`config.mk`:
```
export PLATFORM = sky130hd
export DESIGN_NAME = seg7_mux_driver_param
export DESIGN_NICKNAME = d
export VERILOG_FILES = /design/src/rtl/seg7_pkg.sv /design/src/rtl/bin_to_bcd_seq.sv /design/src/rtl/seg7_mux_driver_param.sv
export SDC_FILE = /design/constraint.sdc
export NUM_CORES = 1
export LEC_CHECK = 0
export BUFFER_PORTS_ARGS = -buffer_cell sky130_fd_sc_hd__buf_2
export CAP_MARGIN = 10
export CORE_MARGIN = 2
export CORE_UTILIZATION = 50
export DETAILED_ROUTE_END_ITERATION = 10
export PLACE_DENSITY = 0.68
export SLEW_MARGIN = 15
export SYNTH_ARGS = -nofsm -noshare
export SYNTH_HDL_FRONTEND = slang
export SYNTH_SLANG_ARGS = --single-unit
export TNS_END_PERCENT = 5
```
`constraint.sdc`:
```
create_clock -name reloj -period 2.69 [get_ports reloj]
set_input_delay 0.1345 -clock reloj [delete_from_list [all_inputs] [get_ports reloj]]
set_output_delay 0.1345 -clock reloj [all_outputs]
set_load 0.005 [all_outputs]
```
`src/rtl/seg7_pkg.sv`:
```
// Shared definitions for the multiplexed 7-segment driver: segment
// patterns (active-high, bit0=a .. bit6=g), the conversion FSM states and
// small constant helpers.
package seg7_pkg;

    localparam logic [6:0] SEG_DASH  = 7'b1000000;
    localparam logic [6:0] SEG_BLANK = 7'b0000000;

    typedef enum logic [1:0] {
        IDLE,
        CONV,
        COMMIT
    } conv_state_t;

    // BCD digit to active-high segment pattern; non-decimal codes go dark.
    function automatic logic [6:0] bcd_to_seg(input logic [3:0] digit);
        logic [6:0] seg;
        case (digit)
            4'd0:    seg = 7'b0111111;
            4'd1:    seg = 7'b0000110;
            4'd2:    seg = 7'b1011011;
            4'd3:    seg = 7'b1001111;
            4'd4:    seg = 7'b1100110;
            4'd5:    seg = 7'b1101101;
            4'd6:    seg = 7'b1111101;
            4'd7:    seg = 7'b0000111;
            4'd8:    seg = 7'b1111111;
            4'd9:    seg = 7'b1101111;
            default: seg = SEG_BLANK;
        endcase
        return seg;
    endfunction

    // 10^n, used at elaboration time to size the overflow limit.
    function automatic logic [63:0] pow10(input int n);
        logic [63:0] r;
        r = 64'd1;
        for (int i = 0; i < n; i++) begin
            r = r * 64'd10;
        end
        return r;
    endfunction

endpackage

```
`src/rtl/bin_to_bcd_seq.sv`:
```
// Sequential binary-to-BCD converter (one double-dabble step per clock)
// with a committed display register and busy/done handshake.
module bin_to_bcd_seq
    import seg7_pkg::*;
#(
    parameter int BIN_W  = 14,
    parameter int DIGITS = 4
) (
    input  logic                  reloj,
    input  logic                  rst_n,
    input  logic [BIN_W-1:0]      binario,
    input  logic                  cargar,
    output logic                  ocupado,
    output logic                  listo,
    output logic                  desborde,
    output logic [4*DIGITS-1:0]   bcd_disp
);

    localparam int BCD_W  = 4 * DIGITS;
    localparam int STEP_W = (BIN_W > 1) ? $clog2(BIN_W) + 1 : 1;
    localparam logic [63:0] LIMIT = pow10(DIGITS) - 64'd1;

    conv_state_t        state_reg, state_next;
    logic [BIN_W-1:0]   bin_reg, bin_next;
    logic [BCD_W-1:0]   bcd_reg, bcd_next, bcd_adj;
    logic [STEP_W-1:0]  step_reg, step_next;
    logic               ovf_reg, ovf_next;
    logic [BCD_W-1:0]   disp_reg, disp_next;
    logic               desborde_reg, desborde_next;
    logic               listo_reg, listo_next;
    logic               ocupado_reg;

    // Double-dabble correction: every nibble of 5 or more gets +3 before the shift.
    for (genvar gi = 0; gi < DIGITS; gi++) begin : g_adj
        assign bcd_adj[4*gi +: 4] = (bcd_reg[4*gi +: 4] >= 4'd5) ?
                                    bcd_reg[4*gi +: 4] + 4'd3 : bcd_reg[4*gi +: 4];
    end

    // State register.
    always_ff @(posedge reloj or negedge rst_n) begin
        if (!rst_n) begin
            state_reg <= IDLE;
        end else begin
            state_reg <= state_next;
        end
    end

    // Next-state and datapath update; a load is taken only once ocupado has dropped.
    always_comb begin
        state_next    = state_reg;
        bin_next      = bin_reg;
        bcd_next      = bcd_reg;
        step_next     = step_reg;
        ovf_next      = ovf_reg;
        disp_next     = disp_reg;
        desborde_next = desborde_reg;
        listo_next    = 1'b0;
        case (state_reg)
            IDLE: begin
                if (cargar && !ocupado_reg) begin
                    state_next = CONV;
                    bin_next   = binario;
                    bcd_next   = '0;
                    step_next  = '0;
                    ovf_next   = 64'(binario) > LIMIT;
                end
            end
            CONV: begin
                bin_next  = bin_reg << 1;
                bcd_next  = {bcd_adj[BCD_W-2:0], bin_reg[BIN_W-1]};
                step_next = step_reg + 1'b1;
                if (step_reg == STEP_W'(BIN_W - 1)) begin
                    state_next = COMMIT;
                end
            end
            COMMIT: begin
                disp_next     = bcd_reg;
                desborde_next = ovf_reg;
                listo_next    = 1'b1;
                state_next    = IDLE;
            end
            default: state_next = IDLE;
        endcase
    end

    // Datapath and handshake registers; ocupado trails the state by one cycle.
    always_ff @(posedge reloj or negedge rst_n) begin
        if (!rst_n) begin
            bin_reg      <= '0;
            bcd_reg      <= '0;
            step_reg     <= '0;
            ovf_reg      <= 1'b0;
            disp_reg     <= '0;
            desborde_reg <= 1'b0;
            listo_reg    <= 1'b0;
            ocupado_reg  <= 1'b0;
        end else begin
            bin_reg      <= bin_next;
            bcd_reg      <= bcd_next;
            step_reg     <= step_next;
            ovf_reg      <= ovf_next;
            disp_reg     <= disp_next;
            desborde_reg <= desborde_next;
            listo_reg    <= listo_next;
            ocupado_reg  <= (state_reg != IDLE);
        end
    end

    assign ocupado  = ocupado_reg;
    assign listo    = listo_reg;
    assign desborde = desborde_reg;
    assign bcd_disp = disp_reg;

endmodule

```
`src/rtl/seg7_mux_driver_param.sv`:
```
// Multiplexed 7-segment driver: refresh prescaler, digit scan, leading-zero
// blanking, overflow dashes and polarity-adjusted output registers.
module seg7_mux_driver_param
    import seg7_pkg::*;
#(
    parameter int DIGITS      = 4,
    parameter int BIN_W       = 14,
    parameter int REFRESH_DIV = 50000,
    parameter bit ACTIVE_LOW  = 1,
    parameter bit LZ_BLANK    = 1
) (
    input  logic              reloj,
    input  logic              rst_n,
    input  logic [BIN_W-1:0]  binario,
    input  logic              cargar,
    output logic              ocupado,
    output logic              listo,
    output logic              desborde,
    output logic [DIGITS-1:0] anodo,
    output logic [6:0]        cSeg7
);

    localparam int PRE_W = $clog2(REFRESH_DIV);
    localparam int IDX_W = (DIGITS > 1) ? $clog2(DIGITS) : 1;
    localparam logic [6:0]        SEG_POL = {7{ACTIVE_LOW}};
    localparam logic [DIGITS-1:0] AN_POL  = {DIGITS{ACTIVE_LOW}};

    logic [4*DIGITS-1:0] bcd_disp;
    logic [PRE_W-1:0]    pre_reg;
    logic [IDX_W-1:0]    idx_reg;
    logic                pre_tc;
    logic [DIGITS:0]     upper_zero;
    logic [6:0]          seg_digit [DIGITS];
    logic [6:0]          seg_reg;
    logic [DIGITS-1:0]   anodo_reg;

    bin_to_bcd_seq #(
        .BIN_W  (BIN_W),
        .DIGITS (DIGITS)
    ) u_conv (
        .reloj    (reloj),
        .rst_n    (rst_n),
        .binario  (binario),
        .cargar   (cargar),
        .ocupado  (ocupado),
        .listo    (listo),
        .desborde (desborde),
        .bcd_disp (bcd_disp)
    );

    assign pre_tc = (pre_reg == PRE_W'(REFRESH_DIV - 1));

    // Refresh prescaler and digit index; the index steps on terminal count.
    always_ff @(posedge reloj or negedge rst_n) begin
        if (!rst_n) begin
            pre_reg <= '0;
            idx_reg <= '0;
        end else begin
            pre_reg <= pre_tc ? '0 : pre_reg + 1'b1;
            if (pre_tc) begin
                idx_reg <= (idx_reg == IDX_W'(DIGITS - 1)) ? '0 : idx_reg + 1'b1;
            end
        end
    end

    // upper_zero[i]: digit i and every digit above it are zero.
    assign upper_zero[DIGITS] = 1'b1;
    for (genvar gi = 0; gi < DIGITS; gi++) begin : g_digit
        assign upper_zero[gi] = upper_zero[gi+1] && (bcd_disp[4*gi +: 4] == 4'd0);
        assign seg_digit[gi]  = desborde ? SEG_DASH :
                                (LZ_BLANK && (gi > 0) && upper_zero[gi]) ? SEG_BLANK :
                                bcd_to_seg(bcd_disp[4*gi +: 4]);
    end

    // Output registers: select the current digit and apply pin polarity.
    always_ff @(posedge reloj or negedge rst_n) begin
        if (!rst_n) begin
            seg_reg   <= SEG_POL;
            anodo_reg <= AN_POL;
        end else begin
            seg_reg   <= seg_digit[idx_reg] ^ SEG_POL;
            anodo_reg <= (DIGITS'(1) << idx_reg) ^ AN_POL;
        end
    end

    assign cSeg7 = seg_reg;
    assign anodo = anodo_reg;

endmodule
```
==> impl_results.md <==
* Status: completed
* # IOs at 31
* Worst slack at placement at 0.818 ns
* Clock root cell: clkbuf_8
* Die Y at 103 µm
* Commonest non-fill, non-tap cell in the layout: dfrtp_1
* Final setup fails at 0
* Via count at 3,518
* Clock skew at ~0.0097 ns
* Design Area, Final at roughly 0.0054 mm²
* CP Capture Type: register
* Area Growth Syn to Fin at 9.53%
* Number of port buffers at 30
* Max_cap viols at 0
* Pwr dens at 987 mW/mm²
* Core area at 0.00968 mm²
* Register bit total from synthesis at 86
* Clk slew on worst S/H paths at about 0.090 ns
* Post-placement cell area at about 0.0051 mm²
* Final setup margin at 0.781 ns
* Clk sinks at 86
* Synth warn at 0
* Placed insts at between 600 and 700
* Most frequent cells in the layout: dfrtp_1, nand2_1, ha_1
* Antenna cells at 0
* Startpoint Class: register
* Mapped Cells at 486
* Width of the die at roughly 100 µm
* Fillers at ~850
* Routability Congestion at approximately 0.90
* Wire length of the first global-routing pass at approximately 15,000 µm
* Fin crit period at about 1.9 ns
* Library cells used by synthesis at 63
* Hold Path Origin: binario[13]
* Final ANT Viol Nets at 0
* Post-synth EDFFs at 0
* Syn avg cell area at slightly above 10 µm²
* Worst hold path type: in2reg
* Post-CTS setup buffer count at 0
* 1st-pass router iterations at 4
* P_leak at around 0.0023 µW
* Initial antenna violation count at 0
* Setup Crit Path Kind: reg2reg
* WL final at around 9000 µm
* Met3 WL at around 280 µm
* Post-synthesis cell area at approximately 0.0049 mm²
* Rel. slew slack at a little over a quarter
* Die area at between 0.01 and 0.015 mm²
* Setup_tns at 0 ns
* FFs w/ async S/R, synth at 100%
* Fmax at 524 MHz
* Cts bufs inserted at 9
* Setup crit start: u_conv.bcd_disp[13]
* Slew @ Worst Pin at 1.09 ns
* Post-CTS Hold Buffers at 1
* RSZ-0062 raised after global routing: false
* Largest net degree at the start of global routing at 87
* CTS max path bufs at 2
* Period utilization at between 70 and 80%
* Worst Path Arrival at about 2.2 ns
* Synthesized net count at ~540
* Final Hold Fails at 0
* Prevailing post-synth register cell: dfrtp_1
* Initial Utilization at between 50% and 60%
* Drt drc at 0
* Share of layout cells above drive strength 1 at roughly 18%
* Final net count at 559
* CP required at between 2 and 3 ns
* Top Metal Used: met4
* Vias per Instance at 5.45
* Final Max Slew Viols at 0
* Post_cts resized at 0
* Worst-Skew Late Latency at 0.36 ns
* Routed met1 length at roughly 4400 µm
* Number of DRC markers in iteration 0 at 147
* Met2 WL post-DR at 4220 µm
* CP max FO at 7
* Overall routing resource usage at around 18%
* Row count at 36
* Wire per inst at 14.0 µm
* Critical R2R Launch: u_conv.bcd_disp[13]
* Total gr overflow at 0
* Sequential area share after synthesis at between 40% and 50%
* H-tree depth at 3
* Dpl hpwl at about 6400 µm
* Final non-filler cell total at between 600 and 700
* CTS tree: yes
* Worst ir drop on vdd at 0.639 mV
* Hold slack at 0.0551 ns
* Vias in the first global route at roughly 3.2k
-- routing by layer --
metal	global-route usage, %	vias up
met4	7.29	0
li1	-	1749
met2	28.3	59
met1	25.4	1695
met5	0	-
met3	2.82	15
-- cell type report --
type	count	area [µm²]	share of cell area, %
tap	133	166	3.09
inverter	29	109	2.02
multi-input combinational	345	2510	46.6
sequential	86	2170	40.2
clock buffer	9	124	2.30
clock inverter	7	105	1.95
timing repair buffer	36	206	3.83
-- cell usage after synthesis, types with 2 or more instances --
cell type	n	share of area, %
and4_1	3	0.53
xnor2_1	10	1.8
buf_1	3	0.23
and3_1	3	0.38
o31ai_1	7	1.1
o21ai_0	29	2.9
clkbuf_1	3	0.23
nor3_1	4	0.41
mux2_2	11	2.5
nor2b_1	12	1.5
buf_6	3	0.69
o32a_1	2	0.41
nand2b_1	14	1.8
nor3_2	2	0.41
xor2_1	12	2.1
nor4b_2	2	0.61
nand2_1	51	3.9
nor2_1	25	1.9
o32ai_1	3	0.53
dfstp_2	11	5.9
o21a_1	2	0.31
dfrtp_1	75	38
nor4_1	2	0.25
a22oi_1	2	0.31
nand3_1	6	0.61
o2111ai_1	2	0.36
o311ai_1	3	0.53
buf_2	16	1.6
inv_1	29	2.2
nand4_1	6	0.76
a31oi_1	5	0.64
o22ai_1	14	1.8
o21ai_1	12	1.2
a21oi_1	13	1.3
ha_1	35	8.9
or2_2	2	0.25
nor3b_1	2	0.31
mux2i_1	22	4.5
a32o_1	4	0.81
-- where the power goes --
| group | switching (µW) | internal (µW) |
|---|---|---|
| Sequential | 393 | 1680 |
| Clock | 505 | 538 |
| Combinational | 1210 | 997 |
-- metrics by stage --
stage	total power (µW)	utilization [%]
floorplan	3770	-
global placement	4200	53.0
detailed placement	4290	53.0
CTS	5360	55.5
global route	5750	55.7
finish	5320	55.7
-- kinds of logic (layout without fill, tap and decap cells) --
| kind of cell | count (synthesis) | after routing | share of synthesized area [%] |
|---|---|---|---|
| and+or+nand+nor | 145 | 145 | 16.1 |
| AOI/OAI and AO/OA | 108 | 108 | 14.4 |
| DFF | 86 | 86 | 44.0 |
| buffers and inverters | 55 | 81 | 5.14 |
| adders and majority gates | 35 | 35 | 8.90 |
| muxes | 35 | 35 | 7.53 |
| xor gates and xnor gates | 22 | 22 | 3.92 |
-- worst max-delay path: stages (launching register included) --
cell	delay, ns
dfrtp_1	0.46
inv_1	0.13
ha_1	0.28
nand4bb_2	0.27
nor4_4	0.29
o21ai_1	0.11
a31oi_1	0.28
-- worst paths after layout --
path	endpoint	slack (ns)	cells past startpoint
setup / recovery	cSeg7[3]	0.78	6
hold / removal	u_conv.ovf_reg	0.06	3
setup reg to reg	cSeg7[3]	0.78	6
hold reg to reg	u_conv.bcd_reg[0]	0.48	2
max in group asynchronous	u_conv.bcd_disp[8]	1.80	2
min in group asynchronous	idx_reg[0]	0.37	2
No activity file was read; power rests on OpenSTA's default activity.
